--- src/rtl/mem_req_arbiter_pkg.sv ---
// Shared definitions for the memory request arbiter: FSM states, port ids
// and the controller access-width codes.
package mem_req_arbiter_pkg;

    typedef enum logic [2:0] {
        ST_IDLE,
        ST_ISSUE,
        ST_WAIT,
        ST_RESP,
        ST_DRAIN
    } state_t;

    typedef enum logic {
        PORT_I = 1'b0,
        PORT_D = 1'b1
    } port_t;

    // Controller access-width codes, shared with the DDR2 controller.
    localparam logic [1:0] RAM_WIDTH8  = 2'd0;
    localparam logic [1:0] RAM_WIDTH16 = 2'd1;
    localparam logic [1:0] RAM_WIDTH32 = 2'd2;
    localparam logic [1:0] RAM_WIDTH64 = 2'd3;

endpackage

--- src/rtl/mem_req_arbiter_if.sv ---
// Bundles the fetch port, load/store port and controller strobe/complete port.
// slave = arbiter view, master = CPU/controller environment view.
interface mem_req_arbiter_if #(
    parameter int unsigned ADDR_W = 28
);
    logic              i_req;
    logic [ADDR_W-1:0] i_addr;
    logic              i_ack;
    logic              i_rsp_valid;
    logic [31:0]       i_rsp_data;
    logic              i_rsp_err;

    logic              d_req;
    logic              d_we;
    logic [ADDR_W-1:0] d_addr;
    logic [1:0]        d_width;
    logic              d_signed;
    logic [63:0]       d_wdata;
    logic              d_ack;
    logic              d_rsp_valid;
    logic [63:0]       d_rsp_data;
    logic              d_rsp_err;

    logic [ADDR_W-1:0] mem_addr;
    logic [ADDR_W-1:0] mem_read_addr;
    logic [1:0]        mem_width;
    logic [63:0]       mem_data_in;
    logic [63:0]       mem_data_out;
    logic              mem_rstrobe;
    logic              mem_wstrobe;
    logic              mem_complete;
    logic              mem_ready;

    modport slave (
        input  i_req, i_addr,
        output i_ack, i_rsp_valid, i_rsp_data, i_rsp_err,
        input  d_req, d_we, d_addr, d_width, d_signed, d_wdata,
        output d_ack, d_rsp_valid, d_rsp_data, d_rsp_err,
        output mem_addr, mem_read_addr, mem_width, mem_data_in,
        output mem_rstrobe, mem_wstrobe,
        input  mem_data_out, mem_complete, mem_ready
    );

    modport master (
        output i_req, i_addr,
        input  i_ack, i_rsp_valid, i_rsp_data, i_rsp_err,
        output d_req, d_we, d_addr, d_width, d_signed, d_wdata,
        input  d_ack, d_rsp_valid, d_rsp_data, d_rsp_err,
        input  mem_addr, mem_read_addr, mem_width, mem_data_in,
        input  mem_rstrobe, mem_wstrobe,
        output mem_data_out, mem_complete, mem_ready
    );

endinterface

--- src/rtl/mem_rsp_align.sv ---
// Right-justifies MSB-aligned controller read data for the given access width
// and zero- or sign-extends it to 64 bits.
module mem_rsp_align
    import mem_req_arbiter_pkg::*;
(
    input  logic [63:0] raw,
    input  logic [1:0]  width,
    input  logic        sign_ext,
    output logic [63:0] data
);

    always_comb begin
        data = '0;
        case (width)
            RAM_WIDTH8:  data = {{56{sign_ext & raw[63]}}, raw[63:56]};
            RAM_WIDTH16: data = {{48{sign_ext & raw[63]}}, raw[63:48]};
            RAM_WIDTH32: data = {{32{sign_ext & raw[63]}}, raw[63:32]};
            default:     data = raw;
        endcase
    end

endmodule

--- src/rtl/mem_req_arbiter.sv ---
// Round-robin arbiter of the fetch and load/store ports onto the single DDR2
// controller strobe/complete port, with completion timeout and drain.
module mem_req_arbiter
    import mem_req_arbiter_pkg::*;
#(
    parameter int unsigned TIMEOUT_CYCLES = 4096,
    parameter int unsigned ADDR_W         = 28
) (
    input  logic cpu_clk,
    input  logic rst_p,
    mem_req_arbiter_if.slave bus
);

    localparam int unsigned CNT_W = $clog2(TIMEOUT_CYCLES) + 1;
    localparam logic [CNT_W-1:0] CNT_LAST = CNT_W'(TIMEOUT_CYCLES - 1);

    state_t            state;
    port_t             rr_last;
    port_t             cur_port;
    logic              cur_we;
    logic              cur_signed;
    logic [CNT_W-1:0]  cnt;

    logic              grant_i;
    logic              grant_d;
    logic [ADDR_W-1:0] grant_addr;
    logic [63:0]       aligned;

    // On contention the port not granted last wins; a lone requester always wins.
    always_comb begin
        grant_i = 1'b0;
        grant_d = 1'b0;
        if (state == ST_IDLE && bus.mem_ready) begin
            if (bus.i_req && bus.d_req) begin
                grant_d = (rr_last == PORT_I);
                grant_i = !grant_d;
            end else begin
                grant_i = bus.i_req;
                grant_d = bus.d_req;
            end
        end
        grant_addr = grant_d ? bus.d_addr : bus.i_addr;
    end

    mem_rsp_align u_align (
        .raw      (bus.mem_data_out),
        .width    (bus.mem_width),
        .sign_ext (cur_signed),
        .data     (aligned)
    );

    always_ff @(posedge cpu_clk) begin
        if (rst_p) begin
            state             <= ST_IDLE;
            rr_last           <= PORT_I;
            cur_port          <= PORT_I;
            cur_we            <= 1'b0;
            cur_signed        <= 1'b0;
            cnt               <= '0;
            bus.i_ack         <= 1'b0;
            bus.i_rsp_valid   <= 1'b0;
            bus.i_rsp_data    <= '0;
            bus.i_rsp_err     <= 1'b0;
            bus.d_ack         <= 1'b0;
            bus.d_rsp_valid   <= 1'b0;
            bus.d_rsp_data    <= '0;
            bus.d_rsp_err     <= 1'b0;
            bus.mem_addr      <= '0;
            bus.mem_read_addr <= '0;
            bus.mem_width     <= '0;
            bus.mem_data_in   <= '0;
            bus.mem_rstrobe   <= 1'b0;
            bus.mem_wstrobe   <= 1'b0;
        end else begin
            bus.i_ack       <= 1'b0;
            bus.d_ack       <= 1'b0;
            bus.mem_rstrobe <= 1'b0;
            bus.mem_wstrobe <= 1'b0;
            bus.i_rsp_valid <= 1'b0;
            bus.i_rsp_err   <= 1'b0;
            bus.i_rsp_data  <= '0;
            bus.d_rsp_valid <= 1'b0;
            bus.d_rsp_err   <= 1'b0;
            bus.d_rsp_data  <= '0;

            case (state)
                ST_IDLE: begin
                    if (grant_i || grant_d) begin
                        // Request fields stay latched until the next grant.
                        bus.mem_addr      <= grant_addr;
                        bus.mem_read_addr <= grant_addr;
                        state             <= ST_ISSUE;
                    end
                    if (grant_i) begin
                        bus.mem_width   <= RAM_WIDTH32;
                        bus.mem_data_in <= '0;
                        cur_we          <= 1'b0;
                        cur_signed      <= 1'b0;
                        cur_port        <= PORT_I;
                        rr_last         <= PORT_I;
                        bus.i_ack       <= 1'b1;
                    end else if (grant_d) begin
                        bus.mem_width   <= bus.d_width;
                        bus.mem_data_in <= bus.d_wdata;
                        cur_we          <= bus.d_we;
                        cur_signed      <= bus.d_signed;
                        cur_port        <= PORT_D;
                        rr_last         <= PORT_D;
                        bus.d_ack       <= 1'b1;
                    end
                end

                ST_ISSUE: begin
                    bus.mem_rstrobe <= !cur_we;
                    bus.mem_wstrobe <= cur_we;
                    cnt             <= '0;
                    state           <= ST_WAIT;
                end

                ST_WAIT: begin
                    if (bus.mem_complete) begin
                        if (cur_port == PORT_I) begin
                            bus.i_rsp_valid <= 1'b1;
                            bus.i_rsp_data  <= aligned[31:0];
                        end else begin
                            bus.d_rsp_valid <= 1'b1;
                            bus.d_rsp_data  <= cur_we ? 64'd0 : aligned;
                        end
                        state <= ST_RESP;
                    end else if (cnt == CNT_LAST) begin
                        if (cur_port == PORT_I) begin
                            bus.i_rsp_valid <= 1'b1;
                            bus.i_rsp_err   <= 1'b1;
                        end else begin
                            bus.d_rsp_valid <= 1'b1;
                            bus.d_rsp_err   <= 1'b1;
                        end
                        state <= ST_DRAIN;
                    end else begin
                        cnt <= cnt + 1'b1;
                    end
                end

                ST_RESP: state <= ST_IDLE;

                // The controller still owes a completion; swallow it before re-arbitrating.
                ST_DRAIN: begin
                    if (bus.mem_complete) begin
                        state <= ST_IDLE;
                    end
                end

                default: state <= ST_IDLE;
            endcase
        end
    end

endmodule
--- src/flat_wrapper.sv ---
// flat-port wrapper written by rule: the top's interface ports become plain ports
module mem_req_arbiter_flat import mem_req_arbiter_pkg::*;
#(
    parameter int unsigned TIMEOUT_CYCLES = 4096,
    parameter int unsigned ADDR_W         = 28
)
  (cpu_clk, rst_p, bus_i_req, bus_i_addr, bus_i_ack, bus_i_rsp_valid, bus_i_rsp_data, bus_i_rsp_err, bus_d_req, bus_d_we, bus_d_addr, bus_d_width, bus_d_signed, bus_d_wdata, bus_d_ack, bus_d_rsp_valid, bus_d_rsp_data, bus_d_rsp_err, bus_mem_addr, bus_mem_read_addr, bus_mem_width, bus_mem_data_in, bus_mem_rstrobe, bus_mem_wstrobe, bus_mem_data_out, bus_mem_complete, bus_mem_ready);
  mem_req_arbiter_if #(.ADDR_W(ADDR_W)) bus_i ();
  input  logic cpu_clk;
  input  logic rst_p;
  input wire logic [$bits(bus_i.i_req)-1:0] bus_i_req;
  input wire logic [$bits(bus_i.i_addr)-1:0] bus_i_addr;
  output wire logic [$bits(bus_i.i_ack)-1:0] bus_i_ack;
  output wire logic [$bits(bus_i.i_rsp_valid)-1:0] bus_i_rsp_valid;
  output wire logic [$bits(bus_i.i_rsp_data)-1:0] bus_i_rsp_data;
  output wire logic [$bits(bus_i.i_rsp_err)-1:0] bus_i_rsp_err;
  input wire logic [$bits(bus_i.d_req)-1:0] bus_d_req;
  input wire logic [$bits(bus_i.d_we)-1:0] bus_d_we;
  input wire logic [$bits(bus_i.d_addr)-1:0] bus_d_addr;
  input wire logic [$bits(bus_i.d_width)-1:0] bus_d_width;
  input wire logic [$bits(bus_i.d_signed)-1:0] bus_d_signed;
  input wire logic [$bits(bus_i.d_wdata)-1:0] bus_d_wdata;
  output wire logic [$bits(bus_i.d_ack)-1:0] bus_d_ack;
  output wire logic [$bits(bus_i.d_rsp_valid)-1:0] bus_d_rsp_valid;
  output wire logic [$bits(bus_i.d_rsp_data)-1:0] bus_d_rsp_data;
  output wire logic [$bits(bus_i.d_rsp_err)-1:0] bus_d_rsp_err;
  output wire logic [$bits(bus_i.mem_addr)-1:0] bus_mem_addr;
  output wire logic [$bits(bus_i.mem_read_addr)-1:0] bus_mem_read_addr;
  output wire logic [$bits(bus_i.mem_width)-1:0] bus_mem_width;
  output wire logic [$bits(bus_i.mem_data_in)-1:0] bus_mem_data_in;
  output wire logic [$bits(bus_i.mem_rstrobe)-1:0] bus_mem_rstrobe;
  output wire logic [$bits(bus_i.mem_wstrobe)-1:0] bus_mem_wstrobe;
  input wire logic [$bits(bus_i.mem_data_out)-1:0] bus_mem_data_out;
  input wire logic [$bits(bus_i.mem_complete)-1:0] bus_mem_complete;
  input wire logic [$bits(bus_i.mem_ready)-1:0] bus_mem_ready;
  assign bus_i.i_req = bus_i_req;
  assign bus_i.i_addr = bus_i_addr;
  assign bus_i_ack = bus_i.i_ack;
  assign bus_i_rsp_valid = bus_i.i_rsp_valid;
  assign bus_i_rsp_data = bus_i.i_rsp_data;
  assign bus_i_rsp_err = bus_i.i_rsp_err;
  assign bus_i.d_req = bus_d_req;
  assign bus_i.d_we = bus_d_we;
  assign bus_i.d_addr = bus_d_addr;
  assign bus_i.d_width = bus_d_width;
  assign bus_i.d_signed = bus_d_signed;
  assign bus_i.d_wdata = bus_d_wdata;
  assign bus_d_ack = bus_i.d_ack;
  assign bus_d_rsp_valid = bus_i.d_rsp_valid;
  assign bus_d_rsp_data = bus_i.d_rsp_data;
  assign bus_d_rsp_err = bus_i.d_rsp_err;
  assign bus_mem_addr = bus_i.mem_addr;
  assign bus_mem_read_addr = bus_i.mem_read_addr;
  assign bus_mem_width = bus_i.mem_width;
  assign bus_mem_data_in = bus_i.mem_data_in;
  assign bus_mem_rstrobe = bus_i.mem_rstrobe;
  assign bus_mem_wstrobe = bus_i.mem_wstrobe;
  assign bus_i.mem_data_out = bus_mem_data_out;
  assign bus_i.mem_complete = bus_mem_complete;
  assign bus_i.mem_ready = bus_mem_ready;
  mem_req_arbiter #(.TIMEOUT_CYCLES(TIMEOUT_CYCLES), .ADDR_W(ADDR_W)) u_core (.cpu_clk(cpu_clk), .rst_p(rst_p), .bus(bus_i));
endmodule
--- config.mk ---
export PLATFORM = sky130hd
export DESIGN_NAME = mem_req_arbiter_flat
export DESIGN_NICKNAME = d
export VERILOG_FILES = /design/src/rtl/mem_req_arbiter_pkg.sv /design/src/rtl/mem_req_arbiter_if.sv /design/src/rtl/mem_rsp_align.sv /design/src/rtl/mem_req_arbiter.sv /design/src/flat_wrapper.sv
export SDC_FILE = /design/constraint.sdc
export NUM_CORES = 1
export LEC_CHECK = 0
export BUFFER_PORTS_ARGS = -buffer_cell sky130_fd_sc_hd__buf_2
export CAP_MARGIN = 20
export CORE_AREA = 2 2 165 167
export CTS_CLUSTER_DIAMETER = 200
export CTS_CLUSTER_SIZE = 25
export DETAILED_ROUTE_END_ITERATION = 7
export DIE_AREA = 0 0 167 169
export PLACE_DENSITY_LB_ADDON = 0.2
export SETUP_SLACK_MARGIN = 0.5
export SYNTH_ARGS = -nofsm -noshare
export SYNTH_HDL_FRONTEND = slang
export SYNTH_HIERARCHICAL = 1
export SYNTH_SLANG_ARGS = --single-unit
--- constraint.sdc ---
create_clock -name cpu_clk -period 2.8 [get_ports cpu_clk]
set_input_delay 0.28 -clock cpu_clk [delete_from_list [all_inputs] [get_ports cpu_clk]]
set_output_delay 0.28 -clock cpu_clk [all_outputs]
set_load 0.005 [all_outputs]
Word level (Yosys, flattened, before mapping)

Index checks and enable logic that the tools add are counted.

Register bits: 217
Input port bits: 194
Output and inout bits: 226
Logic and storage cells: 87

$add $sub $neg: 1
Equality and inequality tests: 11
Muxes and demuxes: 32
Bitwise operators: 6
Reductions and logical operators: 19

Operator list:

| operator                | count |
|---|---|
| $pmux W64 S3            | 1 |
| $mux W64                | 2 |
| $mux W28                | 1 |
| $mux W13                | 2 |
| $pmux W13 S2            | 1 |
| $mux W1                 | 18 |
| $add A13 B1 Y13 const B | 1 |
| $eq A13 B12 Y1 const B  | 1 |
| $mux W3                 | 4 |
| $pmux W3 S4             | 1 |
| $ne A2 B2 Y1 const B    | 4 |
| $reduce_and A3 Y1       | 2 |
| $reduce_or A2 Y1        | 3 |
| $reduce_or A3 Y1        | 2 |
| $not A1 Y1              | 5 |
| $reduce_or A5 Y1        | 1 |
| $mux W2                 | 2 |
| $reduce_and A2 Y1       | 2 |
| $reduce_bool A2 Y1      | 2 |
| $reduce_or A4 Y1        | 1 |
| $eq A3 B1 Y1 const B    | 1 |
| $eq A3 B2 Y1 const B    | 1 |
| $eq A3 B3 Y1 const B    | 1 |
| $logic_not A3 Y1        | 1 |
| other kinds (8)         | 9 |

Logic depth before layout (Yosys ltp)

Gate-level depths: netlist (run 1).

Depth after elaboration: 6
Gate-level depth with buffers: 8
Depth with buffers taken out: 6

Modules after synthesis

The synthesis (run 1) kept the hierarchy.

By module, submodules not included:

| module          | times used | cells an instance | area an instance (sq um) | seq. area each (sq um) |
|---|---|---|---|---|
| mem_req_arbiter | 1          | 717               | 7338.3                   | 4344.2 |
| mem_rsp_align   | 1          | 102               | 1104.8                   | 0.0 |

Worst setup path after synthesis (run 1)

OpenSTA, ideal clock, no wires.

Kind: flip-flop to flip-flop
Start point: register u_core.cnt[0]
End point: register u_core.cnt[7]
Library setup time: 116 ps
Data arrival time: 1889 ps
Data required time: 2684 ps
Path slack: 795 ps
Stages on the path, launching flop included: 7
Buffers on the path: 0
Period minus slack after synthesis: 2005 ps
Cells stage by stage: dfxtp_1 -> ha_1 -> nand3_1 -> nor4_1 -> o21a_1 -> nor4_1 -> a31o_2

Longest elaborated chain between the ends: 4
Elaborated cells on any way between the ends: 7
Classes of those cells: add/sub (1); eq/ne (2); mux (3); reduce/logical (1)

RTL lines:

| item                     | line                   | source |
|---|---|---|
| start: declaration       | mem_req_arbiter.sv:22  | `logic [CNT_W-1:0] cnt;` |
| start signal: assignment | mem_req_arbiter.sv:140 | `cnt <= cnt + 1'b1;` |
| $add A13 B1 Y13          | mem_req_arbiter.sv:140 |  |
| $mux W13                 | mem_req_arbiter.sv:130 | `end else if (cnt == CNT_LAST) begin` |
| $mux W13                 | mem_req_arbiter.sv:121 | `if (bus.mem_complete) begin` |
| $pmux W13 S2             | mem_req_arbiter.sv:86  | `case (state)` |

Parallel ways exist; a longest one is shown, timed or not. The select of a mux whose other input is x is not followed.
A chain may end at the register's enable or synchronous reset.

Worst setup path after layout (run 1)

Start point: register u_core.state[2]
End point: register u_core.bus.mem_data_in[58]

Longest elaborated chain between the ends: 5
Elaborated cells on any way between the ends: 7
Classes of those cells: mux (3); reduce/logical (4)

RTL lines:

| item                                | line                                         | source |
|---|---|---|
| start: declaration                  | mem_req_arbiter.sv:17                        | `state_t state;` |
| start signal: assignment            | mem_req_arbiter.sv:54                        | `state <= ST_IDLE;` |
| start signal: assignment            | mem_req_arbiter.sv:92                        | `state <= ST_ISSUE;` |
| start signal: assignment            | mem_req_arbiter.sv:117                       | `state <= ST_WAIT;` |
| $logic_not A3 Y1 (*)                | mem_req_arbiter.sv:33, mem_req_arbiter.sv:86 |  |
| $logic_and A1 B1 Y1                 | mem_req_arbiter.sv:33                        | `if (state == ST_IDLE && bus.mem_ready) begin` |
| $mux W1                             | mem_req_arbiter.sv:33                        |  |
| $reduce_bool A2 Y1 (no source line) | -                                            |  |
| $reduce_and A2 Y1 (no source line)  | -                                            |  |
| end signal: assignment              | mem_req_arbiter.sv:104                       | `bus.mem_data_in <= bus.d_wdata;` |
| end: declaration                    | mem_req_arbiter_if.sv:39                     | `output mem_addr, mem_read_addr, mem_width, mem_data_in,` |

Every way passes the cells marked *; elsewhere a longest branch is shown, timed or not.

==> results.py, run 1 <==
metrics = {
    "run_status": {
        "status": "complete, no violations",
    },
    "worst_setup_path": {
        "crit_fanout": 68,
        "critPathCaptureType": "flop",
        "startpoint_type": "flop",
        "path_class": "flop to flop",
        "worst_ep_arrival_time_ps": 2520,
        "cp_slowest_cell": "or4b_1",
        "critPathBufInv": 1,
        "required_ps": 3140,
        "crit_family": "simple AND/OR/NAND/NOR gates",
        "cp_slowest_stage_delay_ps": 710,
        "cp_cell_sequence": "or4b_1 > or2_2 > buf_12 > a22oi_1 > nor2_1",
    },
    "route": {
        "viasPerCell": 4.76,
        "vias": 7270,
        "first_iter_violations": 386,
        "drc_errors": 0,
        "finalWirelength_um": 29200,
        "dr.pass1.iters": 7,
        "ant_nets": 0,
        "wl_per_cell_um": 19.1,
    },
    "clock_tree": {
        "clock_latency_ps": 470,
        "post_cts_resized": 0,
        "ctsHtreeMaxLevel": 1,
        "ctsRootBufferMaster": "clkbuf_16",
        "clockBufferDepth": 3,
        "clkTransAtPathRegs_ps": 100,
        "cts_sinks": 217,
        "cts_tree": "done",
        "postCtsHoldBufs": 0,
        "cts_buffers": 12,
    },
    "yosys": {
        "synth.cell_area_sq_um": 8440,
        "synth_cell_types": 46,
        "synth_top_cell_area_share": 0.515,
        "synth_top_cell_by_area": "dfxtp_1",
        "synth_ff_type": "dfxtp_1",
        "ys_seq_area_frac": 0.515,
        "netlist_top_cells_area": "dfxtp_1, and2_1, a22oi_1",
        "ys_ff_latch": 217,
        "async_flop_share": 0,
        "postSynthCellCount": 819,
        "syn_area_per_cell_sq_um": 10.3,
        "synth_nets": 1014,
        "synth_edf_count": 0,
        "ys_warn_count": 6,
    },
    "grt": {
        "grt_pass1_vias": 7063,
        "grt-ovfl-total": 0,
        "grt_util_all_layers": 0.195,
        "grt_max_degree": 79,
        "grt_pass1_wl_um": 43100,
        "antenna_found_initial": 5,
    },
    "timing": {
        "worst_pin_slew_ps": 840,
        "max-slew-margin-rel": 0.440,
        "setup_violations": 0,
        "finalSetupTns_ps": 0,
        "fin_crit_ps": 2180,
        "rsz0062_at_grt": "no",
        "fin_skew_ps": 11.0,
        "min_period_over_period": 0.779,
        "setup_slack_ps": 618,
        "slew_violations": 0,
        "fmax_mhz": 458,
        "hold_violations": 0,
    },
    "run": {
        "cap_violations": 0,
    },
    "pwr": {
        "power_density_nw_per_um2": 547,
        "p_total_w": 0.00604,
        "irDropWorstVdd_uv": 409,
        "power.leakage_nw": 5.27,
    },
    "floorplanning": {
        "fp.dieArea_sq_um": 28200,
        "rows": 60,
        "dieHeight_um": 169,
        "core-area_sq_um": 26500,
        "ios": 420,
        "die_width_um": 167,
        "initial_core_util": 0.319,
    },
    "final_layout": {
        "post_route_cells_drive_above_1_share": 0.435,
        "area_growth_syn_to_layout_pct": 31.0,
        "finalNetCount": 1380,
    },
    "placement": {
        "place.gp.congestion": 0.836,
        "port_buffers": 419,
        "hpwl_um": 22200,
        "dp_slack_ps": 488,
    },
    "hold_path": {
        "worstHoldPathType": "input pin to flop",
    },
}
## report_power, final
group          internal [W]  switching (W)  leakage (nW)
clock              0.000841        0.00102         0.165
sequential          0.00319      0.0000826          1.76
combinational      0.000429       0.000479          3.34
## stage by stage
stage | cell area (sq um) | cells | hold slack, ps | util
final | 11100 | 1527 | 32.1 | 0.417
after global placement | 10700 | 1507 | 471 | 0.403
after detailed placement | 10700 | 1507 | 475 | 0.403
after floorplan | 8440 | 819 | 358 | -
after global routing | 11100 | 1526 | 17.6 | 0.417
after CTS | 11100 | 1526 | 6.25 | 0.417
## path summary, 6_finish.rpt
kind | start | end | slack [ps] | cells after the start
worst max-delay path | u_core/state[2]$_SDFFE_PP0P_ | u_core/bus.mem_data_in[58]$_SDFFE_PP0P_ | 620 | 5
worst min-delay path | bus_d_wdata[38] | u_core/bus.mem_data_in[38]$_SDFFE_PP0P_ | 30 | 3
worst max register to register | u_core/state[2]$_SDFFE_PP0P_ | u_core/bus.mem_data_in[58]$_SDFFE_PP0P_ | 620 | 5
worst min register to register | u_core/cnt[12]$_SDFFE_PP0P_ | u_core/cnt[12]$_SDFFE_PP0P_ | 490 | 1
## flip-flops by register name, summed over array words and instances (netlist names), 2 cells and up
register,count
u_core/bus.d_rsp_data,64
u_core/bus.i_rsp_data,32
u_core/bus.mem_data_in,64
u_core/bus.mem_read_addr,28
u_core/bus.mem_width,2
u_core/cnt,13
u_core/state,3
## cell usage after synthesis, types with 2 or more instances
| cell | n |
|---|---|
| a211oi_1 | 29 |
| a21oi_1 | 8 |
| a22oi_1 | 67 |
| a31oi_1 | 4 |
| and2_1 | 97 |
| buf_2 | 18 |
| buf_4 | 31 |
| buf_6 | 6 |
| clkbuf_1 | 34 |
| dfxtp_1 | 217 |
| inv_1 | 4 |
| mux2_2 | 31 |
| mux2i_1 | 46 |
| mux4_2 | 15 |
| nand2_1 | 17 |
| nand3_1 | 3 |
| nand3b_1 | 2 |
| nand4_1 | 5 |
| nor2_1 | 110 |
| nor2_2 | 2 |
| nor3_1 | 9 |
| nor3b_1 | 3 |
| nor4_1 | 3 |
| o211a_1 | 2 |
| o211ai_1 | 2 |
| o21ai_0 | 32 |
| o31ai_1 | 2 |
| or3b_2 | 2 |
## metal layers
layer | part of all wire | track usage | vias to the layer above
met5 | 0.0012 | 0 | -
met2 | 0.51 | 0.359 | 294
met1 | 0.39 | 0.230 | 3379
met4 | 0.019 | 0.0386 | 6
met3 | 0.075 | 0.0505 | 38
li1 | - | - | 3553
## final cells by class
class	instances	area, sq um
Inverter	5	18.8
Antenna cell	1	2.50
Clock inverter	1	8.76
Tap cell	341	427
Sequential cell	217	4350
Fill cell	2681	15400
Timing Repair Buffer	443	2380
Clock buffer	13	325
Multi-Input combinational cell	506	3550
## placed cells by master, fill, tap and decap left out, types with 15 or more instances in the layout
cell / n
a211oi_1: 29
a22oi_1: 67
buf_2: 418
o21ai_0: 32
buf_4: 17
mux2_2: 31
nand2_1: 17
nor2_1: 109
mux2i_1: 46
mux4_2: 15
and2_1: 97
dfxtp_1: 216
## worst register-to-register path, cell delays in order (launching register included)
cell	delay (ps)
dfxtp_1	380
or4b_1	710
or2_2	380
buf_12	190
a22oi_1	330
nor2_1	60
## cell families (layout without fill, tap and decap cells)
| group | after synthesis | after routing | share of synthesized area |
|---|---|---|---|
| flops | 217 | 217 | 0.515 |
| other cells | 0 | 1 | 0 |
| mux | 92 | 92 | 0.136 |
| simple gates | 262 | 262 | 0.158 |
| compound gates | 151 | 151 | 0.123 |
| fa+ha+maj | 1 | 1 | 0.00148 |
| buf+inv | 96 | 462 | 0.0677 |
## what timing repair did
| action | in CTS | in global routing |
|---|---|---|
| pin swaps | 1 | 1 |
| buffers inserted | 5 | 0 |
| hold endpoints to repair | 0 | 0 |
| endpoints found under the setup margin | 45 | 2 |
(Power assumes the default switching activity.)
==> inputs of run 2 (changes only) <==
- clock period: 2.8 -> 1.8 ns (I/O delays scaled with it)
==> results.py, run 2 (synthesized netlist as in run 1, its figures left out) <==
metrics = {
    "route": {
        "wl_per_cell_um": 19.3,
        "dr.pass1.iters": 7,
        "drc_errors": 0,
        "first_iter_violations": 398,
        "ant_nets": 0,
        "viasPerCell": 4.79,
        "finalWirelength_um": 32400,
        "vias": 8040,
    },
    "run_status": {
        "status": "complete, but fails checks",
        "violations": "setup timing",
    },
    "timing": {
        "setup_violations": 127,
        "min_period_over_period": 1.07,
        "fin_crit_ps": 1920,
        "slew_violations": 0,
        "setup_slack_ps": -121,
        "timing.hold.ws_ps": 28.9,
        "hold_violations": 0,
        "max-slew-margin-rel": 0.649,
        "fin_skew_ps": 22.4,
        "fmax_mhz": 521,
        "worst_pin_slew_ps": 526,
        "rsz0062_at_grt": "yes",
    },
    "clock_tree": {
        "ctsHtreeMaxLevel": 1,
        "clkTransAtPathRegs_ps": 100,
        "clockBufferDepth": 3,
        "clock_latency_ps": 480,
        "ctsRootBufferMaster": "clkbuf_16",
        "cts_tree": "done",
        "cts_sinks": 217,
        "cts_buffers": 12,
    },
    "floorplanning": {
        "dieHeight_um": 169,
        "fp.dieArea_sq_um": 28200,
        "core-area_sq_um": 26500,
        "die_width_um": 167,
        "ios": 420,
        "initial_core_util": 0.319,
        "rows": 60,
    },
    "grt": {
        "grt_max_degree": 106,
        "antenna_found_initial": 5,
        "grt-busiest-layer": "met2",
        "use_met3": 0.0440,
        "grt_util_all_layers": 0.213,
        "grt-ovfl-total": 0,
        "grt_pass1_vias": 7842,
        "use_met2": 0.385,
        "grt_pass1_wl_um": 47000,
        "use_met1": 0.242,
    },
    "final_layout": {
        "finalInstanceArea_sq_um": 13100,
        "mostFrequentLayoutCell": "buf_2",
        "area_growth_syn_to_layout_pct": 55.6,
        "final_cell_mix": "buf_2, dfxtp_1, nor2_1",
        "reg_top3": "u_core/bus.d_rsp_data (64), u_core/bus.mem_data_in (64), u_core/bus.i_rsp_data (32)",
        "post_route_cells_drive_above_1_share": 0.511,
        "finalNetCount": 1527,
    },
    "hold_path": {
        "worstHoldPathType": "input pin to flop",
        "min_from": "bus_i_req",
    },
    "worst_setup_path": {
        "path_class": "flop to flop",
        "crit_fanout": 7,
        "startpoint": "u_core/state[1]$_SDFFE_PP0P_",
        "r2r_start": "u_core/state[1]$_SDFFE_PP0P_",
        "worst_ep_arrival_time_ps": 2250,
        "required_ps": 2130,
        "startpoint_type": "flop",
        "critPathCaptureType": "flop",
    },
    "placement": {
        "dpl_cell_area_sq_um": 11200,
        "dp_slack_ps": -117,
        "hpwl_um": 23100,
        "place.gp.congestion": 0.897,
        "port_buffers": 419,
    },
    "run": {
        "cap_violations": 0,
    },
    "pwr": {
        "irDropWorstVdd_uv": 712,
        "power_density_nw_per_um2": 748,
        "p_total_w": 0.00983,
        "power.leakage_nw": 6.14,
    },
}
[run 2: changes by cell type in the layout (fill, tap and decap cells not counted), moves of 9 or more]
cell           before  now
buf_6               0   25
dlygate4sd3_1       0   67
and2_1             97   77
a22oi_2             0   20
o21ai_0            32   21
dfxtp_1           216  201
a22oi_1            67   47
buf_4              17   50
and2_4              1   21
dfxtp_2             1   10
[run 2: what timing repair did]
action                                 4_1_cts  5_1_grt
cloned                                       7        4
pin swaps                                   34       21
hold buffers                                67        0
setup endpoints to repair                  218      217
endpoints found under the hold margin       67        0
buffers inserted                            34        5
gates resized for setup                     80       28
[run 2: report_power, final]
group          switching [W]  total, W  internal, W
clock                0.00159   0.00290      0.00131
combinational       0.000893   0.00185     0.000960
sequential          0.000116   0.00507      0.00496
[run 2: path summary, 6_finish.rpt]
kind,cells past startpoint,end,slack [ps]
worst max-delay path,7,u_core/bus.mem_read_addr[2]$_SDFFE_PP0P_,-120
worst min register to register,1,u_core/cnt[11]$_SDFFE_PP0P_,450
worst min-delay path,3,u_core/bus.i_ack$_SDFF_PP0_,30
worst max register to register,7,u_core/bus.mem_read_addr[2]$_SDFFE_PP0P_,-120
[run 2: metrics by stage]
step | TNS, ps | util | instances
2_1_floorplan | -2150 | - | 819
3_5_place_dp | -5750 | 0.422 | 1542
3_3_place_gp | -4220 | 0.422 | 1542
6_report | -4710 | 0.496 | 1678
4_1_cts | -2860 | 0.487 | 1664
5_1_grt | -15910 | 0.496 | 1678
[run 2: routing by layer]
layer,wire [um],vias to the layer above
li1,-,3843
met1,12600,3786
met2,16100,352
met3,2110,59
met4,1530,0
met5,0,-
[run 2: final cells by class]
type	count	area [sq um]
multi-input cells	506	3880
repair buffers	590	4090
flip-flops and latches	217	4380
clock buffers	13	325
inverters	5	18.8
fillers	2459	13400
diodes	5	12.5
well taps	341	427
clock inverters	1	8.76
[run 2: worst max-delay path, cell delays in order (launching register included)]
cell      delay [ps]
dfxtp_2          330
or4b_4           560
buf_6            140
nor2_4           160
buf_6            130
buf_8            130
mux2i_2          230
a211oi_1         100
==> inputs of run 3 (changes only) <==
- REMOVE_ABC_BUFFERS: unset -> 1
==> results.py, run 3 (synthesized netlist as in run 1, its figures left out) <==
metrics = {
    "run_status": {
        "status": "complete, but fails checks",
        "violations": "hold timing, setup timing",
    },
    "worst_setup_path": {
        "reg2reg_to": "u_core/bus.d_rsp_data[38]$_SDFF_PP0_",
        "r2r_start": "u_core/state[1]$_SDFFE_PP0P_",
        "startpoint": "u_core/state[1]$_SDFFE_PP0P_",
        "r2r_slack_ps": -80,
        "cp_slowest_cell": "or3b_4",
        "worst_ep_arrival_time_ps": 2310,
        "path_common_cell": "buf_12",
        "critPathCaptureType": "flop",
        "path_depth": 9,
        "crit_fanout": 7,
        "required_ps": 2220,
        "cp_cell_sequence": "buf_4 > or3b_4 > nor2_4 > nand2_2 > nor3_4 > buf_12 > buf_12 > clkbuf_16 > and2_4",
        "startpoint_type": "flop",
        "cp_slowest_stage_delay_ps": 400,
        "crit_family": "simple AND/OR/NAND/NOR gates",
        "worstSetupEndpoint": "u_core/bus.d_rsp_data[38]$_SDFF_PP0_",
        "r2r_cells": 9,
        "path_class": "flop to flop",
        "critPathBufInv": 4,
    },
    "timing": {
        "fin_crit_ps": 1880,
        "min_period_over_period": 1.05,
        "setup_violations": 127,
        "setup_slack_ps": -82.1,
        "fin_skew_ps": 21.0,
        "slew_violations": 0,
        "timing.hold.ws_ps": -19.8,
        "hold_violations": 2,
        "rsz0062_at_grt": "yes",
        "max-slew-margin-rel": 0.654,
        "fmax_mhz": 531,
        "worst_pin_slew_ps": 519,
    },
    "final_layout": {
        "regArea_sq_um": 4370,
        "reg_top3": "u_core/bus.d_rsp_data (64), u_core/bus.mem_data_in (64), u_core/bus.i_rsp_data (32)",
        "final_cell_mix": "buf_2, dfxtp_1, nor2_1",
        "diodes": 0,
        "area_growth_syn_to_layout_pct": 61.7,
        "finalNonFillerCells": 1691,
        "finalInstanceArea_sq_um": 13700,
        "post_route_cells_drive_above_1_share": 0.555,
        "finalNetCount": 1545,
        "final_core_util": 0.515,
        "multi_input_area_sq_um": 4150,
        "mostFrequentLayoutCell": "buf_2",
        "n_fill_cell": 2408,
    },
    "route": {
        "drc_errors": 0,
        "wl_per_cell_um": 19.0,
        "vias": 8212,
        "viasPerCell": 4.86,
        "ant_nets": 0,
        "first_iter_violations": 515,
        "dr.pass1.iters": 5,
        "finalWirelength_um": 32100,
    },
    "floorplanning": {
        "fp.dieArea_sq_um": 28200,
        "initial_core_util": 0.319,
        "core-area_sq_um": 26500,
        "ios": 420,
        "rows": 60,
        "dieHeight_um": 169,
        "die_width_um": 167,
    },
    "grt": {
        "grt_max_degree": 102,
        "grt_pass1_vias": 7621,
        "grt-ovfl-total": 0,
        "antenna_found_initial": 0,
        "grt_util_all_layers": 0.197,
        "grt_pass1_wl_um": 44000,
    },
    "placement": {
        "port_buffers": 419,
        "place.gp.congestion": 0.800,
        "placedCellCount": 1553,
        "dpl_cell_area_sq_um": 11100,
        "hpwl_um": 20800,
    },
    "clock_tree": {
        "cts_tree": "done",
        "ctsHtreeMaxLevel": 1,
        "cts_buffers": 12,
        "clockBufferDepth": 3,
        "clock_latency_ps": 480,
        "cts_sinks": 217,
        "ctsRootBufferMaster": "clkbuf_16",
        "clkTransAtPathRegs_ps": 100,
        "postCtsHoldBufs": 72,
    },
    "pwr": {
        "p_total_w": 0.0101,
        "power_density_nw_per_um2": 741,
        "irDropWorstVdd_uv": 735,
        "power.leakage_nw": 6.37,
    },
    "hold_path": {
        "worstHoldPathType": "input pin to flop",
    },
    "run": {
        "cap_violations": 0,
    },
}
run 3: how the worst min path moves through the flow:
stage / from / to / slack, ps / cells past startpoint
floorplan: rst_p / u_core/cnt[1]$_SDFFE_PP0P_ / 250 / 1
global placement: bus_d_wdata[14] / u_core/bus.mem_data_in[14]$_SDFFE_PP0P_ / 410 / 3
detailed placement: bus_d_signed / u_core/cur_signed$_SDFFE_PP0P_ / 420 / 3
CTS: rst_p / u_core/cnt[5]$_SDFFE_PP0P_ / -40 / 2
global route: rst_p / u_core/bus.mem_rstrobe$_SDFF_PP0_ / -30 / 2
finish: rst_p / u_core/bus.mem_rstrobe$_SDFF_PP0_ / -20 / 2
run 3: worst register-to-register path: stages, from the launching register on:
cell and delay (ps):
dfxtp_2 340, buf_4 120, or3b_4 400, nor2_4 130
nand2_2 80, nor3_4 200, buf_12 150, buf_12 140
clkbuf_16 150, and2_4 120
run 3: power by group:
part           total (W)  switching, W  internal (W)
sequential       0.00510      0.000137       0.00497
clock            0.00292       0.00161       0.00131
combinational    0.00209      0.000972       0.00112
run 3: metrics by stage:
stage | setup WS [ps] | setup TNS (ps)
2_1_floorplan | -2130 | -265670
3_3_place_gp | -69.2 | -4440
3_5_place_dp | -105 | -7320
4_1_cts | -64.0 | -1520
5_1_grt | -128 | -13410
6_report | -82.1 | -5360
run 3: routing by layer:
metal / track usage / wire (um)
met5: 0 / 0
met4: 0.0750 / 1080
met3: 0.0381 / 2080
met2: 0.344 / 16200
met1: 0.241 / 12800
run 3: area by class of cell:
| type | count | area share |
|---|---|---|
| Sequential cell | 217 | 0.320 |
| Timing Repair Buffer | 608 | 0.319 |
| Multi-Input combinational cell | 506 | 0.304 |
| Tap cell | 341 | 0.0312 |
| Clock buffer | 13 | 0.0238 |
| Inverter | 5 | 0.00137 |
| Clock inverter | 1 | 0.000641 |
run 3: what timing repair did:
item / 4_1_cts / 5_1_grt
hold endpoints to repair: 76 / 4
setup buffers: 4 / 29
setup endpoints to repair: 222 / 224
pin swaps: 6 / 84
cloned: 6 / 13
resized for setup: 46 / 163
